`config.mk`:
```
export PLATFORM = sky130hd
export DESIGN_NAME = ahbpassthru_ctrl
export DESIGN_NICKNAME = d
export VERILOG_FILES = /design/src/rtl/ahbpassthru_pkg.sv /design/src/rtl/ahbpassthru_tmo.sv /design/src/rtl/ahbpassthru_ctrl.sv
export SDC_FILE = /design/constraint.sdc
export NUM_CORES = 1
export LEC_CHECK = 0
export BUFFER_PORTS_ARGS = -buffer_cell sky130_fd_sc_hd__clkbuf_2
export CAP_MARGIN = 20
export CORE_ASPECT_RATIO = 1.1
export CORE_MARGIN = 5
export CORE_UTILIZATION = 39
export CTS_CLUSTER_SIZE = 24
export DETAILED_ROUTE_END_ITERATION = 6
export HOLD_SLACK_MARGIN = 0.15
export PLACE_DENSITY = 0.77
export SLEW_MARGIN = 10
export SYNTH_ARGS = -nofsm -noshare
export SYNTH_HDL_FRONTEND = slang
export SYNTH_HIERARCHICAL = 1
export SYNTH_SLANG_ARGS = --single-unit
```
`constraint.sdc`:
```
create_clock -name clk -period 3.3 [get_ports clk]
set_clock_uncertainty 0.15 [all_clocks]
set_input_delay 0.495 -clock clk [delete_from_list [all_inputs] [get_ports clk]]
set_output_delay 0.495 -clock clk [all_outputs]
set_load 0.01 [all_outputs]
```
`src/rtl/ahbpassthru_pkg.sv`:
```
// Shared definitions for the off-chip AHB pass-through controller:
// bus encodings, controller state encoding and a saturating counter helper.
package ahbpassthru_pkg;

    localparam logic [1:0] HTRANS_IDLE   = 2'b00;
    localparam logic [1:0] HTRANS_BUSY   = 2'b01;
    localparam logic [1:0] HTRANS_NONSEQ = 2'b10;
    localparam logic [1:0] HTRANS_SEQ    = 2'b11;

    localparam logic [1:0] HRESP_OKAY    = 2'b00;
    localparam logic [1:0] HRESP_ERROR   = 2'b01;
    localparam logic [1:0] HRESP_RETRY   = 2'b10;
    localparam logic [1:0] HRESP_SPLIT   = 2'b11;

    typedef enum logic [2:0] {
        ST_IDLE = 3'd0,
        ST_ADDR = 3'd1,
        ST_DATA = 3'd2,
        ST_RESP = 3'd3,
        ST_ERR1 = 3'd4,
        ST_ERR2 = 3'd5
    } state_t;

    function automatic logic [15:0] sat_inc16(input logic [15:0] v);
        return (v == 16'hFFFF) ? v : v + 16'd1;
    endfunction

endpackage

```
`src/rtl/ahbpassthru_tmo.sv`:
```
// Off-chip data-phase watchdog: counts stalled cycles and strobes o_expire
// in the stalled cycle where the count has reached TIMEOUT-1.
module ahbpassthru_tmo #(
    parameter int TIMEOUT = 255
) (
    input  logic clk,
    input  logic rstn,
    input  logic i_clr,
    input  logic i_en,
    output logic o_expire
);

    localparam logic [15:0] LIMIT = 16'(TIMEOUT - 1);

    logic [15:0] r_cnt;

    assign o_expire = i_en && (r_cnt == LIMIT);

    always_ff @(posedge clk) begin
        if (!rstn || i_clr) begin
            r_cnt <= 16'd0;
        end else if (i_en && !o_expire) begin
            r_cnt <= r_cnt + 16'd1;
        end
    end

endmodule

```
`src/rtl/ahbpassthru_ctrl.sv`:
```
// Sequencer between the on-chip AHB slave port and the off-chip pins: each
// accepted transfer is replayed off-chip as one registered NONSEQ transfer.
module ahbpassthru_ctrl
    import ahbpassthru_pkg::*;
#(
    parameter int DATAWIDTH = 32,
    parameter int TIMEOUT   = 255
) (
    input  logic                 clk,
    input  logic                 rstn,
    input  logic                 hsel,
    input  logic [31:0]          haddr,
    input  logic                 hwrite,
    input  logic [1:0]           htrans,
    input  logic [2:0]           hsize,
    input  logic [DATAWIDTH-1:0] hwdata,
    input  logic                 hready,
    output logic                 hready_o,
    output logic [1:0]           hresp,
    output logic [DATAWIDTH-1:0] hrdata,
    output logic                 pt_hsel,
    output logic [31:0]          pt_haddr,
    output logic                 pt_hwrite,
    output logic [1:0]           pt_htrans,
    output logic [2:0]           pt_hsize,
    output logic [DATAWIDTH-1:0] pt_hwdata,
    input  logic                 pt_hready,
    input  logic [1:0]           pt_hresp,
    input  logic [DATAWIDTH-1:0] pt_hrdata,
    output logic                 timeout_o,
    output logic [15:0]          err_cnt,
    output logic [2:0]           o_dbg_state
);

    state_t                r_state;
    state_t                w_next;
    logic [31:0]           r_addr;
    logic                  r_write;
    logic [2:0]            r_size;
    logic [DATAWIDTH-1:0]  r_wdata;
    logic [DATAWIDTH-1:0]  r_rdata;
    logic                  r_timeout;
    logic [15:0]           r_err_cnt;

    logic                  w_accept;
    logic                  w_load;
    logic                  w_expire;
    logic                  w_tmo_clr;
    logic                  w_tmo_en;
    logic                  w_rd_capture;
    logic                  w_err_entry;
    logic                  w_hready_o;
    logic [1:0]            w_hresp;
    logic                  w_pt_hsel;
    logic [1:0]            w_pt_htrans;

    // Only NONSEQ/SEQ on a ready, selected bus start an off-chip transfer.
    assign w_accept = hsel && hready &&
                      ((htrans == HTRANS_NONSEQ) || (htrans == HTRANS_SEQ));
    assign w_load   = w_accept && ((r_state == ST_IDLE) || (r_state == ST_RESP));

    assign w_tmo_clr = (r_state == ST_ADDR);
    assign w_tmo_en  = (r_state == ST_DATA) && !pt_hready;

    ahbpassthru_tmo #(
        .TIMEOUT (TIMEOUT)
    ) u_tmo (
        .clk      (clk),
        .rstn     (rstn),
        .i_clr    (w_tmo_clr),
        .i_en     (w_tmo_en),
        .o_expire (w_expire)
    );

    always_ff @(posedge clk) begin
        if (!rstn) begin
            r_state <= ST_IDLE;
        end else begin
            r_state <= w_next;
        end
    end

    always_comb begin
        w_next = r_state;
        case (r_state)
            ST_IDLE: begin
                if (w_accept) begin
                    w_next = ST_ADDR;
                end
            end
            ST_ADDR: w_next = ST_DATA;
            ST_DATA: begin
                // A ready in the threshold cycle is a completion, never a timeout.
                if (pt_hready) begin
                    w_next = (pt_hresp == HRESP_OKAY) ? ST_RESP : ST_ERR1;
                end else if (w_expire) begin
                    w_next = ST_ERR1;
                end
            end
            ST_RESP: w_next = w_accept ? ST_ADDR : ST_IDLE;
            ST_ERR1: w_next = ST_ERR2;
            // Address phase overlapping the second ERROR cycle is cancelled.
            ST_ERR2: w_next = ST_IDLE;
            default: w_next = ST_IDLE;
        endcase
    end

    always_comb begin
        w_hready_o  = 1'b1;
        w_hresp     = HRESP_OKAY;
        w_pt_hsel   = 1'b0;
        w_pt_htrans = HTRANS_IDLE;
        case (r_state)
            ST_ADDR: begin
                w_hready_o  = 1'b0;
                w_pt_hsel   = 1'b1;
                w_pt_htrans = HTRANS_NONSEQ;
            end
            ST_DATA: w_hready_o = 1'b0;
            ST_ERR1: begin
                w_hready_o = 1'b0;
                w_hresp    = HRESP_ERROR;
            end
            ST_ERR2: w_hresp = HRESP_ERROR;
            default: begin
                w_hready_o = 1'b1;
                w_hresp    = HRESP_OKAY;
            end
        endcase
    end

    assign w_rd_capture = (r_state == ST_DATA) && pt_hready &&
                          (pt_hresp == HRESP_OKAY) && !r_write;
    assign w_err_entry  = (r_state == ST_DATA) && (w_next == ST_ERR1);

    always_ff @(posedge clk) begin
        if (!rstn) begin
            r_addr    <= 32'd0;
            r_write   <= 1'b0;
            r_size    <= 3'd0;
            r_wdata   <= '0;
            r_rdata   <= '0;
            r_timeout <= 1'b0;
            r_err_cnt <= 16'd0;
        end else begin
            if (w_load) begin
                r_addr  <= haddr;
                r_write <= hwrite;
                r_size  <= hsize;
            end
            if (r_state == ST_ADDR) begin
                r_wdata <= hwdata;
            end
            if (w_rd_capture) begin
                r_rdata <= pt_hrdata;
            end
            r_timeout <= (r_state == ST_DATA) && w_expire;
            if (w_err_entry) begin
                r_err_cnt <= sat_inc16(r_err_cnt);
            end
        end
    end

    assign hready_o    = w_hready_o;
    assign hresp       = w_hresp;
    assign hrdata      = r_rdata;
    assign pt_hsel     = w_pt_hsel;
    assign pt_haddr    = r_addr;
    assign pt_hwrite   = r_write;
    assign pt_htrans   = w_pt_htrans;
    assign pt_hsize    = r_size;
    assign pt_hwdata   = r_wdata;
    assign timeout_o   = r_timeout;
    assign err_cnt     = r_err_cnt;
    assign o_dbg_state = r_state;

endmodule

```
* After elaboration in Yosys (flattened, before gate mapping) *
Index checks and enable logic that the tools add are counted.

word-level totals
  bits in registers = 136
  bits in latches = 0
  RAM bits = 0
  bits in read-only memories = 0
  bits of input ports = 109
  output and inout bits = 126
  memories = 0

operators by class
  add/sub/neg operators = 2
  multipliers = 0
  divide/modulo/power cells = 0
  magnitude comparators = 0
  equal/unequal tests = 10
  shift operators = 0
  multiplexer cells = 10
  bitwise operators = 1
  reductions and logical operators = 23

operators by type and width
  cell                                                  number
  adder 16 x 1 -> 16 bit, second input constant         2
  equality test 16 bit, second input constant           1
  equality test 16 x 8 -> 1 bit, second input constant  1
  one-hot mux 3 bit (5 select lines)                    1
  2-to-1 mux 3 bit                                      4
  logical AND 1 bit                                     11
  equality test 3 bit, second input constant            3
  equality test 3 x 2 -> 1 bit, second input constant   2
  equality test 2 bit, second input constant            2
  logical NOT 1 bit                                     4
  2-to-1 mux 1 bit                                      4
  equality test 3 x 1 -> 1 bit, second input constant   1
  logical NOT 3 bit                                     1
  logical OR 1 bit                                      3
  OR reduction 3 bit                                    1
  logical NOT 2 bit                                     1
  2-to-1 mux 2 bit                                      1
  AND reduction 2 bit                                   1
  OR reduction 2 bit                                    1
  inverter 1 bit                                        1

* Depth between registers and ports, before layout *
  depth in word-level cells = 9
  depth in mapped cells = 11

* Hierarchy *
The synthesis kept the hierarchy.

by module, submodules not included
  module            instances  cells an instance  area an instance (um^2)  seq. area each (um^2)
  ahbpassthru_ctrl  1          567                4,504.3                  2,402.3
  ahbpassthru_tmo   1          99                 835.8                    320.3

* Worst setup path before layout *
OpenSTA, ideal clock, no wires.

  path type = reg-to-reg
  start point = reg u_tmo.r_cnt[0]
  end point = reg r_err_cnt[5] (netlist: err_cnt[5])
  arrival = 2.564 ns
  data required time = 3.080 ns
  path slack = 0.516 ns
  stages on the path, launching flop included = 12
  path buffers = 1
  period minus slack after synthesis = 2.784 ns
  path through = dfxtp_1 > inv_1 > ha_1 > or4b_4 > nor4_4 > buf_2 > and2_1 > nor2_1 > nor3_4 > o21ai_2 > or4_1 > a21oi_1

on the way
  cells in the longest elaborated chain, start to end = 8

RTL lines
  element                               line                     RTL
  start: declaration                    ahbpassthru_tmo.sv:15    logic [15:0] r_cnt;
  start signal: assignment              ahbpassthru_tmo.sv:23    r_cnt <= r_cnt + 16'd1;
  equality test 16 x 8 -> 1 bit         ahbpassthru_tmo.sv:17    assign o_expire = i_en && (r_cnt == LIMIT);
  logical AND 1 bit                     ahbpassthru_tmo.sv:17
  via w_expire                          ahbpassthru_ctrl.sv:47   logic w_expire;
  2-to-1 mux 3 bit                      ahbpassthru_ctrl.sv:96   end else if (w_expire) begin
  2-to-1 mux 3 bit                      ahbpassthru_ctrl.sv:94   if (pt_hready) begin
  one-hot mux 3 bit (5 select lines)    ahbpassthru_ctrl.sv:85   case (r_state)
  equality test 3 bit                   ahbpassthru_ctrl.sv:134  assign w_err_entry = (r_state == ST_DATA) && (w_next == ST_ERR1);
  logical AND 1 bit                     ahbpassthru_ctrl.sv:134
  AND reduction 2 bit (no source line)  n/a
  end signal: assignment                ahbpassthru_ctrl.sv:159  r_err_cnt <= sat_inc16(r_err_cnt);
  end: declaration                      ahbpassthru_ctrl.sv:43   logic [15:0] r_err_cnt;

The timed path passes the listed nets, and every way through them passes these cells.
A chain may end at the register's enable or synchronous reset.

* Worst setup path in the final report *
  start point = reg u_tmo.r_cnt[1]
  end point = reg r_err_cnt[5] (netlist: err_cnt[5])

Same word-level chain as after synthesis.

==> results.toml <==
[cts]
clk_latency_ns = 0.40
cts_buffers = 17
clk_pin_slew_ns = 0.06
htreeDepth = 4
cts_buffer_depth = 2
post_cts_buffers = 0
hold_buffers = 77
tritoncts = "done"
clock-sinks = 136
cts-resized-gates = 0
root_buffer = "clkbuf_16"

[cells_and_area]
fin_cells = 1159
multi_input_area_mm2 = 0.00241
syn2layout_area_growth_pct = 50.4
nNetsFinal = 1073
seqCellArea_mm2 = 0.00272
fin_area_mm2 = 0.00803
drive_above_1_share_pct = 29.3
fillers = 1168

[routing]
first_iter_violations = 312
vias_per_cell = 4.85
drcViolationCount = 0
vias = 5618
ant_nets = 0
routedWlPerCell_um = 14.7
wl_um = 17000
first_pass_iters = 4

[pwr]
p_sw_uw = 844
power_uw = 3950
power_frac_seq_pct = 42.8
p_int_uw = 3110
pwr-share-comb_pct = 8.0
clkPwrFrac_pct = 49.2
irDropWorstVdd_v = 0.000317
leakagePower_uw = 0.00335
swShare_pct = 21.4
pwr_density_cell_mw_per_mm2 = 492

[die]
die_h_um = 133
pin_count = 235
rows = 44
core_area_mm2 = 0.0133
die_area_mm2 = 0.0161
initial_core_util_pct = 40.1
die_x_um = 122

[sta]
drv_slew = 0
finalCritPeriodShare_pct = 83.6
rsz0062_at_grt = "no"
min_period_ns = 2.76
finalHoldViolCount = 0
fin_tns_setup_ns = 0
clock.fmax_mhz = 362
tightest_slew_ns = 0.665
setup_viol = 0
slew-limit-headroom_pct = 55.7

[logic_synthesis]
synth.area.top_cells = "dfxtp_1 (51%), nand2_1 (15%), a21oi_1 (11%)"
avgSynthCellArea_um2 = 8.02
synth_compound_area_share_pct = 13.8
muxShareOfSynthArea_pct = 0.187
netlist_area_mm2 = 0.00534
synth_edf_count = 0
async_flop_share_pct = 0
synth_simple_gate_area_share_pct = 27.5
syn-instance-count = 666
ys_seq_area_share_pct = 51.0
yosys.area.top_type = "dfxtp_1"
yosysTopAreaCellShare_pct = 51.0
synth_cell_types = 49
ys_ff_latch = 136
ys_warn_count = 6
synth_top_family_by_area = "simple AND/OR/NAND/NOR gates"
synth_fa_ha_area_share_pct = 0.703
synthFlopType = "dfxtp_1"
synth_xor_area_share_pct = 2.79

[min_path]
hp-start = "hwdata[3]"
worstHoldPathType = "in2reg"
min_to = "pt_hwdata[3]"
hold_path_depth = 3

[place]
place_area_mm2 = 0.00665
gp_congestion = 0.839
dpl.hpwl_um = 10800
place_inst = 1049
numPortBuffers = 231

[global_route]
globalRouteTotalUtil_pct = 20.9
grt_pass1_wl_um = 27200
antenna_found_initial = 1
grt_overflow_total = 0
grt_pass1_vias = 5509
grt_max_degree = 44

[critical_path]
path_max_fanout = 6
r2r_end = "err_cnt[5]"
path_class = "reg2reg"
r2r_cells = 9
critPathArrivalTime_ns = 2.93
r2r_slack_ns = 0.54
cp.required_ns = 3.47
startpoint_type = "flip-flop"
r2r-start = "u_tmo/r_cnt[1]"
endpoint_kind = "flip-flop"

[run]
cap_violations = 0

[outcome]
outcome = "complete, no violations"
routing by layer:
layer  wire length (um)  GRT usage (%)  share of wire (%)  vias up
met3               1080           6.96                6.4       34
met1               6650           23.6                 39     2586
met4                471           8.90                2.8        0
li1                   -              -                  -     2817
met2               8800           35.7                 52      181
met5                  0              0                  0        -
power groups by stage:
| stage | registers [uW] | clock network, uW | logic, uW |
|---|---|---|---|
| after floorplan | 1740 | 0 | 99.6 |
| after global placement | 1730 | 0 | 234 |
| after detailed placement | 1730 | 0 | 235 |
| after CTS | 1690 | 1990 | 309 |
| after global routing | 1690 | 2070 | 342 |
| final | 1690 | 1940 | 315 |
stage by stage:
| stage | hold slack (ns) | setup slack, ns | utilization (%) |
|---|---|---|---|
| 2_1_floorplan | 0.315 | 0.516 | - |
| 3_3_place_gp | 0.290 | 0.599 | 49.9 |
| 3_5_place_dp | 0.295 | 0.571 | 49.9 |
| 4_1_cts | 0.150 | 0.548 | 60.3 |
| 5_1_grt | 0.151 | 0.352 | 60.3 |
| 6_report | 0.171 | 0.540 | 60.3 |
cell usage after synthesis (2+ instances only):
cell / n
or3_1: 9
and3_1: 5
a21oi_1: 114
buf_4: 3
and2_1: 3
o31ai_1: 5
inv_1: 6
o211ai_1: 3
nor4_1: 5
nor3_1: 2
nor2b_1: 2
xnor2_1: 8
nor3b_1: 2
clkbuf_1: 35
ha_1: 3
nand2b_1: 4
xor2_1: 9
nor2_1: 23
nand4_1: 12
nand3_1: 10
or4_1: 5
a211o_1: 2
o21ai_0: 12
or2_2: 3
and4_1: 2
buf_2: 4
dfxtp_1: 136
nand3b_1: 2
nand2_1: 217
cells in the final DEF (no fill, tap or decap), types with 2 or more instances in the layout:
cell type,n
nand3b_1,2
xor2_1,9
inv_1,6
o31ai_1,5
and2_1,3
bufinv_16,3
buf_4,10
nor2b_1,2
clkbuf_8,4
conb_1,2
and4_1,2
clkbuf_16,17
nor3_4,2
nor4_1,5
nor3_1,2
nor3b_1,2
o21ai_0,12
nor2_1,22
nand4_1,12
nand3_1,10
or4_1,5
or3_1,9
nand2b_1,4
and3_1,5
clkinv_4,2
clkbuf_1,5
ha_1,3
or2_2,3
a21oi_1,114
clkinv_2,2
dlygate4sd3_1,77
clkbuf_2,231
nand2_1,217
dfxtp_1,136
xnor2_1,8
a211o_1,2
o211ai_1,3
critical path: stages, from the launching register on:
cell and delay (ns):
dfxtp_1 0.41, ha_1 0.17, or4b_4 0.48, nor4_4 0.25, and2_1 0.20, nor2_1 0.10
nor3_4 0.22, o21ai_2 0.13, or4_1 0.41, a21oi_1 0.15
area by class of cell:
cell class                      count  area share [%]
Tap cell                          184            2.87
Multi-Input combinational cell    480            30.1
Clock inverter                      6            1.40
Timing Repair Buffer              319            25.2
Clock buffer                       26            6.22
Sequential cell                   136            33.9
Antenna cell                        1          0.0312
Inverter                            7           0.343
registers in the layout (all words and copies together) (netlist names):
name,flops
o_dbg_state,3
timeout_o,1
u_tmo/r_cnt,16
pt_hsize,3
pt_haddr,32
hrdata,32
err_cnt,16
pt_hwdata,32
pt_hwrite,1
cells by family (layout without fill, tap and decap cells):
logic type / Yosys count / after routing
other cells: 1 / 3
compound gates: 139 / 139
xor+xnor: 17 / 17
flops: 136 / 136
fa+ha+maj: 3 / 3
mux: 1 / 1
simple gates: 318 / 318
buf+inv: 51 / 358
how the worst max path moves through the flow:
stage	slack [ns]	start	cells past startpoint	to
4_1_cts	0.55	u_tmo/r_cnt[0]	10	err_cnt[5]
3_3_place_gp	0.60	u_tmo/r_cnt[0]	10	err_cnt[5]
2_1_floorplan	0.52	u_tmo/r_cnt[0]	11	err_cnt[5]
3_5_place_dp	0.57	u_tmo/r_cnt[1]	9	err_cnt[5]
6_report	0.54	u_tmo/r_cnt[1]	9	err_cnt[5]
5_1_grt	0.35	u_tmo/r_cnt[0]	10	err_cnt[8]
(Power assumes the default switching activity.)
